--- src/rtl/mem_mmio_pkg.sv ---
// Shared types and address decode for the RAM + memory-mapped output block.
package mem_mmio_pkg;

  localparam int unsigned OUT_BASE_DEFAULT = 100;

  typedef enum logic [1:0] {REG_RAM, REG_OUT, REG_STATUS, REG_NONE} region_t;

  typedef struct packed {
    region_t     region;
    logic [31:0] ch;
  } dec_t;

  // MMIO and STATUS win over RAM so overlapping RAM words are shadowed.
  function automatic dec_t decode(input logic [31:0] a, input int unsigned base,
                                  input int unsigned num, input int unsigned status,
                                  input int unsigned depth);
    dec_t d;
    d.region = REG_NONE;
    d.ch     = '0;
    if (a >= base && a < base + num) begin
      d.region = REG_OUT;
      d.ch     = a - base;
    end else if (a == status) begin
      d.region = REG_STATUS;
    end else if (a < depth) begin
      d.region = REG_RAM;
    end
    return d;
  endfunction

endpackage

--- src/rtl/mmio_out_chan.sv ---
// One output channel: holding register with valid/ready handshake and drop detection.
module mmio_out_chan #(
  parameter int DATA_W = 8
) (
  input  logic              clk,
  input  logic              rst_n,
  input  logic              i_load,
  input  logic [DATA_W-1:0] i_din,
  input  logic              i_ready,
  output logic [DATA_W-1:0] o_data,
  output logic              o_valid,
  output logic              o_ovf_set
);

  logic [DATA_W-1:0] r_data;
  logic              r_valid;
  logic              w_pop;
  logic              w_accept;

  assign w_pop     = r_valid & i_ready;
  // A pop in the same cycle frees the slot, so streaming needs no bubble.
  assign w_accept  = i_load & (~r_valid | w_pop);
  assign o_ovf_set = i_load & r_valid & ~w_pop;

  always_ff @(posedge clk or negedge rst_n) begin
    if (!rst_n) begin
      r_data  <= '0;
      r_valid <= 1'b0;
    end else if (w_accept) begin
      r_data  <= i_din;
      r_valid <= 1'b1;
    end else if (w_pop) begin
      r_valid <= 1'b0;
    end
  end

  assign o_data  = r_data;
  assign o_valid = r_valid;

endmodule

--- src/rtl/mem_mmio.sv ---
// CPU-side synchronous RAM with NUM_OUT memory-mapped output channels and a W1C status register.
module mem_mmio
  import mem_mmio_pkg::*;
#(
  parameter int ADDR_W   = 16,
  parameter int DATA_W   = 8,
  parameter int DEPTH    = 256,
  parameter int NUM_OUT  = 2,
  parameter int OUT_BASE = OUT_BASE_DEFAULT
) (
  input  logic                      clk,
  input  logic                      rst_n,
  input  logic [ADDR_W-1:0]         addr,
  input  logic [DATA_W-1:0]         din,
  output logic [DATA_W-1:0]         dout,
  input  logic                      we,
  output logic [NUM_OUT*DATA_W-1:0] out_data,
  output logic [NUM_OUT-1:0]        out_valid,
  input  logic [NUM_OUT-1:0]        out_ready,
  output logic [NUM_OUT-1:0]        ovf
);

  localparam int STATUS_ADDR = OUT_BASE + NUM_OUT;
  localparam int MEM_AW      = (DEPTH > 1) ? $clog2(DEPTH) : 1;

  logic [DATA_W-1:0] mem [DEPTH];

  dec_t                            w_dec;
  logic [MEM_AW-1:0]               w_mem_idx;
  logic [NUM_OUT-1:0]              w_load;
  logic [NUM_OUT-1:0]              w_ovf_set;
  logic [NUM_OUT-1:0][DATA_W-1:0]  w_hold;
  logic [DATA_W-1:0]               w_rd;
  logic [DATA_W-1:0]               r_dout;
  logic [NUM_OUT-1:0]              r_ovf;

  assign w_dec     = decode(32'(addr), OUT_BASE, NUM_OUT, STATUS_ADDR, DEPTH);
  assign w_mem_idx = addr[MEM_AW-1:0];

  always_ff @(posedge clk) begin
    if (we && w_dec.region == REG_RAM) mem[w_mem_idx] <= din;
  end

  for (genvar g = 0; g < NUM_OUT; g++) begin : g_chan
    assign w_load[g] = we && w_dec.region == REG_OUT && w_dec.ch == 32'(g);
    mmio_out_chan #(.DATA_W(DATA_W)) u_chan (
      .clk       (clk),
      .rst_n     (rst_n),
      .i_load    (w_load[g]),
      .i_din     (din),
      .i_ready   (out_ready[g]),
      .o_data    (w_hold[g]),
      .o_valid   (out_valid[g]),
      .o_ovf_set (w_ovf_set[g])
    );
  end

  // Sets are OR'd in after the clear so a coincident drop keeps the flag.
  always_ff @(posedge clk or negedge rst_n) begin
    if (!rst_n) begin
      r_ovf <= '0;
    end else if (we && w_dec.region == REG_STATUS) begin
      r_ovf <= (r_ovf & ~din[NUM_OUT-1:0]) | w_ovf_set;
    end else begin
      r_ovf <= r_ovf | w_ovf_set;
    end
  end

  always_comb begin
    w_rd = '0;
    case (w_dec.region)
      REG_RAM:    w_rd = mem[w_mem_idx];
      REG_OUT: begin
        for (int k = 0; k < NUM_OUT; k++)
          if (w_dec.ch == 32'(k)) w_rd = w_hold[k];
      end
      REG_STATUS: w_rd[NUM_OUT-1:0] = r_ovf;
      default:    w_rd = '0;
    endcase
  end

  always_ff @(posedge clk or negedge rst_n) begin
    if (!rst_n) r_dout <= '0;
    else        r_dout <= w_rd;
  end

  assign dout     = r_dout;
  assign ovf      = r_ovf;
  assign out_data = w_hold;

endmodule

--- config.mk ---
export PLATFORM = sky130hd
export DESIGN_NAME = mem_mmio
export DESIGN_NICKNAME = d
export VERILOG_FILES = /design/src/rtl/mem_mmio_pkg.sv /design/src/rtl/mmio_out_chan.sv /design/src/rtl/mem_mmio.sv
export SDC_FILE = /design/constraint.sdc
export NUM_CORES = 2
export LEC_CHECK = 0
export BUFFER_PORTS_ARGS = -buffer_cell sky130_fd_sc_hd__buf_4
export CAP_MARGIN = 20
export CORE_AREA = 2 2 396 398
export DETAILED_ROUTE_END_ITERATION = 10
export DIE_AREA = 0 0 398 400
export PLACE_DENSITY = 0.77
export SYNTH_ARGS = -nofsm -noshare
export SYNTH_HDL_FRONTEND = slang
export SYNTH_HIERARCHICAL = 1
export SYNTH_SLANG_ARGS = --single-unit
--- constraint.sdc ---
create_clock -name clk -period 2.7 [get_ports clk]
set_clock_uncertainty 0.1 [all_clocks]
set_input_delay 0.81 -clock clk [delete_from_list [all_inputs] [get_ports clk]]
set_output_delay 0.81 -clock clk [all_outputs]
set_load 0.01 [all_outputs]
; ---- Word level (Yosys, flattened, before mapping)
; Memory sizes are Yosys's and may differ from the RTL's.
; Cells that the tools add are included.
[classes]
n_bitwise = 18
eq_ne = 4
reduce_logical = 10
order_cmp = 3
add_sub_neg = 1
mux = 15
[op_table]
columns = operator, count
row1 = "32-bit by 1-bit == test with 1-bit output, second input constant", 1
row2 = 32-bit logical NOT, 1
row3 = 32-bit two-way mux, 1
row4 = "16-bit by 7-bit subtractor with 17-bit output, second input constant", 1
row5 = "16-bit by 7-bit == test with 1-bit output, second input constant", 1
row6 = "16-bit by 7-bit greater-or-equal comparator with 1-bit output, second input constant", 1
row7 = "16-bit by 7-bit < comparator with 1-bit output, second input constant", 1
row8 = "16-bit by 9-bit < comparator with 1-bit output, second input constant", 1
row9 = 8-bit two-way mux, 2
row10 = 6-bit case mux with 2 select lines, 1
row11 = 1-bit AND, 8
row12 = 2-bit two-way mux, 4
row13 = 1-bit logical AND, 6
row14 = 1-bit two-way mux, 6
row15 = 2-bit case mux with 3 select lines, 1
row16 = 1-bit inverter, 4
row17 = 2-bit bitwise OR, 2
row18 = 2-bit nonzero test, 2
row19 = 2-bit AND, 1
row20 = "2-bit by 1-bit == test with 1-bit output, second input constant", 1
row21 = "2-bit == test, second input constant", 1
row22 = 2-bit logical NOT, 1
row23 = 2-bit inverter, 1
row24 = 1-bit bitwise OR, 2
[word_totals]
n_memories = 1
ram_bits = 2048
in_bits = 29
regBits = 28
[mem_list]
columns = memory, words, width, rd, rd_clocked_by_memory_dff, write_ports, line
row1 = mem, 256, 8, 1, 0, 1, mem_mmio.sv:26  ; logic [DATA_W-1:0] mem [DEPTH];

; ---- Logic depth before layout (Yosys ltp)
[depth]
ltp_word = 11
depth_mapped = 15
mapped_depth_nobuf = 11

; ---- Modules after synthesis
; Netlist, hierarchy kept.
[by_module_without_submodules]
columns = mod, n_inst, seq_area_each_um2, cells_each, area_each_um2
row1 = mem_mmio, 1, 61749.2, 3781, 80908.8
row2 = mmio_out_chan, 2, 225.2, 22, 381.6

; ---- Least setup slack after synthesis
; OpenSTA, ideal clock, no wires.
[synth_timing]
path_kind = input to register
start = input port addr[3]
end = memory mem[109][0], enable pin
path_stages = 13
arrival_ps = 3683
path_slack_ps = -1453
setup_time_ps = 370
path_cell_list = clkinv_1 clkbuf_1 buf_2 ha_1 clkbuf_1 a21oi_1 o221ai_1 o2111ai_1 nor2_1 buf_2 nand3_1 buf_2 nor2_1
[synth_between]
elab_chain_len = 8
[synth_rtl]
columns = element, line
row1 = "start, declared", mem_mmio.sv:13  ; input logic [ADDR_W-1:0] addr,
row2 = 16-bit by 9-bit < comparator with 1-bit output, mem_mmio_pkg.sv:25  ; end else if (a < depth) begin
row3 = 2-bit two-way mux, mem_mmio_pkg.sv:25
row4 = 2-bit two-way mux, mem_mmio_pkg.sv:23  ; end else if (a == status) begin
row5 = 2-bit two-way mux, mem_mmio_pkg.sv:20  ; if (a >= base && a < base + num) begin
row6 = 2-bit logical NOT, mem_mmio.sv:41  ; if (we && w_dec.region == REG_RAM) mem[w_mem_idx] <= din;
row7 = 1-bit logical AND, mem_mmio.sv:41
row8 = 1-bit two-way mux, mem_mmio.sv:41
row9 = 1-bit two-way mux (not written as such), mem_mmio.sv:41
row10 = "end, declared", mem_mmio.sv:26
; Several ways; a longest one is shown, not always the timed one.

; ---- Final worst setup path
[layout_timing]
start = input port addr[1]
end = register r_dout[3] (netlist: dout[3])
[layout_between]
elab_chain_len = 7
[layout_rtl]
columns = element, line
row1 = 16-bit by 7-bit greater-or-equal comparator with 1-bit output or 16-bit by 7-bit < comparator with 1-bit output (tied branches), mem_mmio_pkg.sv:20
row2 = 1-bit logical AND, mem_mmio_pkg.sv:20
row3 = 32-bit two-way mux, mem_mmio_pkg.sv:20
row4 = 32-bit logical NOT, mem_mmio.sv:75  ; if (w_dec.ch == 32'(k)) w_rd = w_hold[k];
row5 = 8-bit two-way mux (2 in a row), mem_mmio.sv:75
row6 = 6-bit case mux with 2 select lines (*), mem_mmio.sv:71  ; case (w_dec.region)
row7 = net w_rd[3], mem_mmio.sv:33  ; logic [DATA_W-1:0] w_rd;
row8 = "end signal, assigned", mem_mmio.sv:84  ; else r_dout <= w_rd;
row9 = "end, declared", mem_mmio.sv:34  ; logic [DATA_W-1:0] r_dout;
; The timed path passes the listed nets; every way through them passes the cells marked *.
; A chain may end at the register's enable or synchronous reset.

==> run summary <==
Cell internal pwr = 0.05222 W
Final WS setup = -0.1440 ns
First-pass GRT wire length = 342,500 µm
Largest net degree at the start of global routing = 90
Endpoints failing hold = 0
Synthesis-to-layout area growth = 23.59%
FP Rows = 145
Kind of critical path = in -> reg
Slew HR = 42.95%
CP Capture Type = flop
Total GRT Usage = 30.89%
Clk slew on worst S/H paths = 0.06 ns
Number of buffers created by CTS = 197
Clock latency on the worst-skew pair = 0.85 ns
Post-synth EDFFs = 2,048
Core area = 155,100 µm²
Vias/cell = 6.629
Total iterations of the first detailed-routing run = 6
P per Cell Area = 660.2 nW/µm²
Grt ovf = 0
Post-route minimum period = 2.844 ns
FF+latch count, synth = 2,076
Worst path slowest cell = a2111oi_4
Max IR drop VDD = 0.0006563 V
Post-route ant nets = 0
RSZ-0062 raised after global routing = true
Worst hold path class = in -> reg
Util after Layout = 65.07%
CTS Sinks = 2,076
Post-synth cell types = 83
Setup TNS = -2.875 ns
Max-cap viol count = 0
Leakage = 32.86 nW
NetSw = 0.01442 W
CTS tree = built
Critical path's largest stage delay = 0.58 ns
Die width = 398 µm
Post-Synthesis Cells = 3,825
Die Ht = 400 µm
Syn_area_per_cell = 21.35 µm²
Clock Power Share = 40.7%
NumNets Final = 4,758
Synth top area share = 75.30%
Ys async rst share = 1.349%
Most common cell in the netlist = edfxtp_1
Register area share after synthesis = 76.16%
Post-synth top area cell = edfxtp_1
Main flop type after synthesis = edfxtp_1
Status = complete, but fails checks
IO Pins = 57
DRC violations left = 0
CP startpoint kind = input pin
Synthesized area = 81,670 µm²
Port buffer count = 56
CP arrival = 3.45 ns
Initial Util = 52.65%
H-tree depth = 4
Cell Chain, Critical Path = buf_8 > buf_12 > buf_4 > mux4_2 > a2111oi_4 > o31ai_2 > a2111oi_4 > buf_4 > nor3_2 > a32o_1
Top post-synthesis cells by count = 2,048 x edfxtp_1, 502 x mux4_2, 318 x nor2_1
Slew Viols, Final = 0
Ys Warns = 6
Per-cell routed wire length = 35.47 µm
Worst Tran Pin Value = 0.8557 ns
Power share of the combinational group = 6.2%
Worst Path Required = 3.31 ns
Via count = 46,050
Ratio of cells with drive above 1 in the final layout = 41.75%
Violated checks = setup timing
Initial drt markers = 7,445
CTS root buf = clkbuf_16
Sequential power share = 53.1%
Longest Clk Path Bufs = 3
Highest Clock Rate = 351.6 MHz
Placed wire-length estimate = 159,400 µm
Vias in the first global route = 45,420
Gpl congestion = 0.9643
Final number of setup-violating endpoints = 133
Synth top area cells = edfxtp_1 75%, mux4_2 14%, nor2_1 1.5%
Final WL = 246,400 µm
Initial antenna violation count = 3
Final period util = 105.3%
Switching share of total power = 21.64%
Die ar. = 159,200 µm²
Worst Path Max Fanout = 21
## area by class of cell
| class | count | area, µm² |
|---|---|---|
| antenna | 2 | 5.005 |
| clock buffer | 241 | 5180 |
| clock inverter | 120 | 1077 |
| fill | 9448 | 54180 |
| inverter | 13 | 83.83 |
| multi-input combinational | 1504 | 19870 |
| sequential | 2076 | 62200 |
| tap | 2058 | 2575 |
| timing repair buffer | 932 | 9947 |
## path summary, 6_finish.rpt
path	startpoint	to	slack, ns	cells after the start
max in group asynchronous	rst_n	dout[3]	1.85	2
worst max-delay path	addr[1]	dout[3]	-0.14	10
min in group asynchronous	rst_n	g_chan[1].u_chan/o_data[5]	0.35	2
worst min register to register	ovf[1]	ovf[1]	0.43	1
worst min-delay path	out_ready[0]	g_chan[0].u_chan/o_valid	0.18	3
worst max register to register	mem[134][0]	dout[0]	-0.07	8
## cells in the final DEF, fill, tap and decap left out, types with 17 or more instances in the layout
master / Yosys / final
buf_12: 13 / 176
o22ai_1: 58 / 47
mux2i_1: 52 / 52
mux4_1: 29 / 25
nor2_4: 0 / 153
nand2_1: 108 / 106
buf_16: 0 / 20
buf_4: 23 / 687
mux4_2: 502 / 506
nand3_1: 34 / 23
nor3_1: 42 / 39
buf_6: 29 / 24
dfrtp_1: 28 / 28
clkbuf_1: 77 / 40
edfxtp_1: 2048 / 2048
mux2_4: 16 / 17
o21ai_0: 32 / 28
nor2_2: 0 / 27
nor2_1: 318 / 138
clkinv_1: 2 / 48
clkinv_2: 0 / 36
clkbuf_16: 0 / 207
## registers in the layout (all words and copies together) (netlist names)
register               count
g_chan.u_chan/o_valid      2
g_chan.u_chan/o_data      16
ovf                        2
dout                       8
mem                     2048
## worst max-delay path, delay by kind of cell
kind | cells | cell delay [ns]
compound gates | 4 | 1.30
buf+inv | 4 | 0.85
mux | 1 | 0.38
simple gates | 1 | 0.06
## stage by stage
step / setup slack [ns] / total power [W] / hold slack (ns) / cells / area [µm²]
CTS: -0.03133 / 0.06655 / 0.1253 / 6907 / 100200
detailed placement: -1.608 / 0.03982 / 0.4076 / 6520 / 92990
global route: -0.09336 / 0.06803 / 0.1701 / 6944 / 100900
global placement: -1.620 / 0.03973 / 0.4070 / 6519 / 92990
finish: -0.1440 / 0.06664 / 0.1758 / 6946 / 100900
floorplan: -0.7959 / 0.03782 / 0.4144 / 3832 / 83420
## per-layer routing
layer	vias to the layer above	track usage, %	part of all wire, %
met5	-	0	0.0065
met4	2	15.09	6.2
met3	713	8.236	13
met2	3655	47.97	47
met1	23790	40.88	34
li1	17890	-	-
## power groups by stage
| stage | combinational [W] | clock (W) | sequential (W) |
|---|---|---|---|
| 6_report | 0.00416 | 0.0271 | 0.0354 |
| 3_3_place_gp | 0.00366 | 0 | 0.0361 |
| 3_5_place_dp | 0.00374 | 0 | 0.0361 |
| 4_1_cts | 0.00393 | 0.0272 | 0.0354 |
| 5_1_grt | 0.00424 | 0.0284 | 0.0354 |
| 2_1_floorplan | 0.00173 | 0 | 0.0361 |
## cells by family (layout without fill, tap and decap cells)
kind of cell	after synthesis	count (layout)	share of synthesized area, %
xor gates and xnor gates	2	2	0.02145
AOI/OAI and AO/OA	260	260	2.327
muxes	616	616	15.94
adders and majority gates	5	5	0.07660
DFF	2076	2076	76.16
buffers and inverters	252	1306	2.034
other	1	10	0.004592
and+or+nand+nor	613	613	3.436
## timing repair
| action | 4_1_cts | 5_1_grt |
|---|---|---|
| endpoints found under the setup margin | 1699 | 1211 |
| buffers inserted | 18 | 32 |
| cloned | 8 | 6 |
| hold endpoints to repair | 28 | 0 |
| resized for setup | 111 | 88 |
| hold buffers | 1 | 0 |
| pin swaps | 13 | 24 |
No activity file was read; power rests on OpenSTA's default activity.
